$ cat src/rtl/rv32_regfile_mp.sv
// Multi-read-port rv32 integer register file with a post-reset hardware clear sweep.
// Same-cycle write-to-read forwarding is enabled by defining RV32_REGFILE_BYPASS_EN.
module rv32_regfile_mp #(
  parameter int unsigned XLEN       = 32,
  parameter int unsigned NREGS      = 32,
  parameter int unsigned READ_PORTS = 2
) (
  input  logic                                    clk,
  input  logic                                    reset,
  input  logic                                    stall_in,
  input  logic                                    writeback_flush_in,
  input  logic [READ_PORTS*$clog2(NREGS)-1:0]     rs_in,
  input  logic [$clog2(NREGS)-1:0]                rd_in,
  input  logic                                    rd_write_in,
  input  logic [XLEN-1:0]                         rd_value_in,
  output logic [READ_PORTS*XLEN-1:0]              rs_value_out,
  output logic                                    ready_out
);

  localparam int unsigned AW = $clog2(NREGS);

  typedef enum logic [0:0] {StClear, StReady} state_e;

  state_e          state_q, state_d;
  logic [AW-1:0]   clr_idx_q, clr_idx_d;
  logic [AW-1:0]   rs_q [READ_PORTS];
  logic [AW-1:0]   rs_d [READ_PORTS];
  logic [XLEN-1:0] regs_q [NREGS];

  logic            func_we;
  logic            wr_en;
  logic [AW-1:0]   wr_addr;
  logic [XLEN-1:0] wr_data;

  // A functional write is only honoured once the sweep is done; index 0 is never stored.
  assign func_we = (state_q == StReady) && rd_write_in && !writeback_flush_in &&
                   (rd_in != '0);

  always_comb begin
    state_d   = state_q;
    clr_idx_d = clr_idx_q;
    wr_en     = 1'b0;
    wr_addr   = rd_in;
    wr_data   = rd_value_in;
    if (!reset) begin
      unique case (state_q)
        StClear: begin
          wr_en     = 1'b1;
          wr_addr   = clr_idx_q;
          wr_data   = '0;
          clr_idx_d = clr_idx_q + AW'(1);
          if (clr_idx_q == AW'(NREGS - 1)) begin
            state_d = StReady;
          end
        end
        StReady: begin
          wr_en = func_we;
        end
        default: begin
          state_d = StClear;
        end
      endcase
    end
  end

  always_comb begin
    for (int p = 0; p < int'(READ_PORTS); p++) begin
      rs_d[p] = stall_in ? rs_q[p] : rs_in[p*AW +: AW];
    end
  end

  always_ff @(posedge clk) begin
    if (reset) begin
      state_q   <= StClear;
      clr_idx_q <= AW'(1);
      for (int p = 0; p < int'(READ_PORTS); p++) begin
        rs_q[p] <= '0;
      end
    end else begin
      state_q   <= state_d;
      clr_idx_q <= clr_idx_d;
      for (int p = 0; p < int'(READ_PORTS); p++) begin
        rs_q[p] <= rs_d[p];
      end
    end
  end

  // Array has no reset of its own; the clear sweep zeroes it after every reset.
  always_ff @(posedge clk) begin
    if (wr_en) begin
      regs_q[wr_addr] <= wr_data;
    end
  end

  always_comb begin
    rs_value_out = '0;
    for (int p = 0; p < int'(READ_PORTS); p++) begin
      rs_value_out[p*XLEN +: XLEN] = (rs_q[p] == '0) ? '0 : regs_q[rs_q[p]];
`ifdef RV32_REGFILE_BYPASS_EN
      if (func_we && (rd_in == rs_q[p])) begin
        rs_value_out[p*XLEN +: XLEN] = rd_value_in;
      end
`endif
    end
  end

  assign ready_out = (state_q == StReady);

endmodule
$ cat config.mk
export PLATFORM = sky130hd
export DESIGN_NAME = rv32_regfile_mp
export DESIGN_NICKNAME = d
export VERILOG_FILES = /design/src/rtl/rv32_regfile_mp.sv
export SDC_FILE = /design/constraint.sdc
export NUM_CORES = 1
export LEC_CHECK = 0
export CELL_PAD_IN_SITES_DETAIL_PLACEMENT = 2
export CELL_PAD_IN_SITES_GLOBAL_PLACEMENT = 2
export CORE_ASPECT_RATIO = 0.75
export CORE_MARGIN = 5
export CORE_UTILIZATION = 44
export DETAILED_ROUTE_END_ITERATION = 8
export PLACE_DENSITY_LB_ADDON = 0.1
export SYNTH_ARGS = -nofsm -noshare
export SYNTH_HDL_FRONTEND = slang
export SYNTH_SLANG_ARGS = --single-unit
$ cat constraint.sdc
create_clock -name clk -period 3.8 [get_ports clk]
set_input_delay 0.76 -clock clk [delete_from_list [all_inputs] [get_ports clk]]
set_output_delay 0.76 -clock clk [all_outputs]
set_load 0.02 [all_outputs]
Word-level counts from Yosys, hierarchy flattened
Memories as Yosys holds them, arrays and structs flattened.
Cells that the tools add are included.
- register bits after elaboration: 6
- RAM bits: 1034
- input port bits: 52
- output and inout bits: 65
- word-level logic and storage cells: 35
- memories kept: 2
- memories (memory ; depth ; bits a word ; rd ports ; clocked after memory_dff ; wr ports ; RTL line ; RTL):
    regs_q ; 32 ; 32 ; 2 ; 0 ; 1 ; 28 ; logic [XLEN-1:0] regs_q [NREGS];
    rs_q ; 2 ; 5 ; 2 ; 0 ; 2 ; 26 ; logic [AW-1:0] rs_q [READ_PORTS];
- $add $sub $neg: 1
- eq/ne operators: 1
- mux-type cells: 19
- bitwise gates (word level): 3
- reductions and logical operators: 7
- operator list (operator ; count):
    2-to-1 mux 32 bit ; 4
    2-to-1 mux 5 bit ; 6
    logical NOT 5 bit ; 2
    2-to-1 mux 1 bit ; 8
    adder 5 x 1 -> 5 bit (second input constant) ; 1
    equality test 5 bit (second input constant) ; 1
    nonzero test 5 bit ; 1
    logical AND 1 bit ; 3
    OR 1 bit ; 2
    case mux 1 bit (2 select lines) ; 1
    logical NOT 1 bit ; 1
    NOT 1 bit ; 1

Longest topological paths before layout
- depth in word-level cells: 7
- gate-level depth with buffers: 9
- depth with buffers taken out: 5

Worst setup path after synthesis
OpenSTA, ideal clock, no wires.
- path kind: input port to flip-flop
- start: input reset
- end: memory regs_q[16][0] (enable)
- setup time: 0.421 ns
- data arrival time: 3.282 ns
- setup slack: 0.097 ns
- stages on the path: 5
- path buffers: 1
- cell sequence: nor2_1 -> clkbuf_1 -> mux2i_1 -> nand2_1 -> nor2_1
- cells in the longest elaborated chain, start to end: 3
- RTL lines (what ; RTL line ; RTL):
    from (decl) ; 9 ; input logic reset,
    2-to-1 mux 1 bit ; 45 ; if (!reset) begin
    2-to-1 mux 1 bit ; 90 ; if (wr_en) begin
    2-to-1 mux 1 bit (implied by the code) ; 91 ; regs_q[wr_addr] <= wr_data;
    to (decl) ; 28 ;
Several ways; a longest one is shown, not always the timed one.

==> impl_metrics.json <==
{
  "grt_use_total_pct": 34.10,
  "synth_area_leader_cell": "edfxtp_1",
  "start_util_pct": 44.25,
  "synth_cells": 2633,
  "hold_ws_ps": 609.6,
  "seqCellArea_um2": 31100,
  "syn-num-nets": 2687,
  "hold_viol_final": 0,
  "area_growth_pct": 26.15,
  "cts_tree": "built",
  "placedCellCount": 4213,
  "cap_violations": 0,
  "ys_warn_count": 0,
  "drtIter0Drc": 4495,
  "antenna_found_initial": 5,
  "finalSetupTns_ps": -1308,
  "skew_ps": 39.00,
  "synth_ff_type": "edfxtp_1",
  "run_status": "finished, violations left",
  "first_pass_iters": 6,
  "synthTopCellsByArea": "edfxtp_1, mux4_2, mux2i_1, a22oi_1, a22o_1",
  "cp-end-kind": "output port",
  "synth_top_area_share_pct": 63.65,
  "clock_latency_ps": 730,
  "synth_edf_count": 1024,
  "r2r_slack_ps": 860,
  "p_leak_nw": 19.27,
  "yosysSeqAreaShare_pct": 64.31,
  "period_share_pct": 104.2,
  "rsz0062_at_grt": "yes",
  "power_mw": 27.59,
  "cts_buffers": 106,
  "port_buffers": 116,
  "max_freq_mhz": 252.5,
  "r2r_cells": 6,
  "post_drt_wl_per_cell_um": 44.87,
  "layout_min_cycle_time_ps": 3960,
  "dp_slack_ps": -397.5,
  "violations": "setup timing",
  "netlist_top_cells_count": "edfxtp_1, mux2i_1, mux4_2, clkbuf_1, a22oi_1",
  "worstSetupStartpoint": "rs_q[0][0]",
  "dieHeight_um": 297.0,
  "fillers": 9055,
  "grt_overflow": 0,
  "grt_pass1_vias": 33840,
  "synth-seq-cells": 1040,
  "num_rows": 105,
  "dp_hpwl_um": 116100,
  "crit_fanout": 6,
  "fp.dieW_um": 392.6,
  "gp_congestion": 0.8297,
  "drc": 0,
  "crit_type": "flip-flop to output port",
  "multi_input_area_um2": 18230,
  "core_area_um2": 109200,
  "yosysMostFrequentCell": "edfxtp_1",
  "syn_area_um2": 48310,
  "async_reset_ff_share_pct": 0,
  "slew_headroom_pct": 2.056,
  "totalWireLength_um": 205400,
  "layout.nets": 3097,
  "final_cell_area_um2": 60940,
  "crit_end": "rs_value_out[2]",
  "p_per_area_nw_per_um2": 452.8,
  "cts_buffer_depth": 3,
  "clock-sinks": 1040,
  "die_area_um2": 116600,
  "finalNonFillerCells": 4578,
  "htreeDepth": 3,
  "drive_gt1_share_pct": 41.25,
  "worstMarginPinSlew_ps": 1463,
  "finalSetupViolations": 22,
  "crit_arrival_ps": 3200,
  "ant_nets": 0,
  "finalMaxSlewViolations": 0,
  "vias": 32640,
  "postLayoutCoreUtil_pct": 55.82,
  "regToRegEndpoint": "regs_q[23][0]",
  "start_kind": "flip-flop",
  "vdd_drop_max_mv": 0.3893,
  "grt_pass1_wl_um": 278700,
  "path_clk_slew_ps": 60,
  "cp.required_ps": 3040,
  "clk_root_buffer_cell": "clkbuf_16",
  "place_area_um2": 53280,
  "yosys.cell_types.count": 44,
  "r2r-start": "ready_out",
  "avgSynthCellArea_um2": 18.35,
  "hold_path_class": "flip-flop to flip-flop",
  "fin_ws_ps": -160.0,
  "grt_max_degree": 52,
  "pin_count": 117,
  "avgViaCountPerCell": 7.129
}
[cells by family after synthesis]
kind of cell / Yosys count / synth area share, %
buffers and inverters: 223 / 2.403
AO/OA/AOI/OAI: 405 / 6.110
flip-flops: 1040 / 64.31
AND/OR/NAND/NOR: 217 / 2.411
XOR/XNOR: 3 / 0.05440
adder cells (fa/ha/maj): 2 / 0.05179
multiplexers: 743 / 24.65
[metal layers]
metal | routed length [um] | GRT usage [%] | share of wire (%) | up-vias
li1 | - | - | - | 12090
met1 | 79380 | 48.28 | 39 | 17600
met2 | 94960 | 53.16 | 46 | 2464
met3 | 22590 | 7.622 | 11 | 487
met4 | 8477 | 10.61 | 4.1 | 0
met5 | 0 | 0 | 0 | -
[worst max-delay path, cell delays in order, from the launching register on]
cell             delay [ps]
dfxtp_4                 370
buf_12                  130
buf_12                  110
buf_16                  140
buf_4                   120
mux4_2                  490
a22o_1                  250
a2111oi_4               410
nor3_2                  140
clkdlybuf4s15_2         280
[timing repair]
item,CTS,global route
endpoints found under the setup margin,64,63
hold buffers,0,0
resized for setup,480,153
cloned,16,13
pin swaps,63,69
buffers inserted,89,63
[report_power, final]
part | switching (mW) | total, mW | internal [mW]
sequential | 0.103 | 12.8 | 12.7
clock | 4.78 | 10.8 | 5.97
combinational | 2.32 | 3.99 | 1.67
[layout make-up]
class,count,share of cell area [%]
clock buffer,127,4.517
clock inverter,70,1.084
inverter,2,0.01232
sequential,1040,51.04
multi-input combinational,1370,29.91
tap,1444,2.965
antenna,2,0.008213
timing repair buffer,523,10.46
[state kept, by name (all words and copies together) (netlist names)]
signal     cells
rs_q          10
regs_q      1024
ready_out      1
clr_idx_q      5
[how the worst min path moves through the flow]
stage                 start  slack [ps]  cells after the start      endpoint
2_1_floorplan  clr_idx_q[0]         520                      2  clr_idx_q[0]
3_3_place_gp   clr_idx_q[4]         570                      2  clr_idx_q[4]
3_5_place_dp   clr_idx_q[4]         610                      2  clr_idx_q[4]
4_1_cts        clr_idx_q[4]         620                      2  clr_idx_q[4]
5_1_grt          rs_q[0][9]         630                      2    rs_q[0][9]
6_report       clr_idx_q[4]         610                      2  clr_idx_q[4]
[cells in the final DEF (no fill, tap or decap), drive strengths merged, types with 43 or more instances in the layout]
master and instances:
edfxtp 1024, buf 446, mux4 354, mux2i 354, clkbuf 144, a22oi 106
a22o 62, nor2b 58, a21oi 54, clkdlybuf4s50 52, a211oi 52, nor2 51
clkinv 45, nor3 44, o22ai 43
Power figures use the tool's default switching activity.
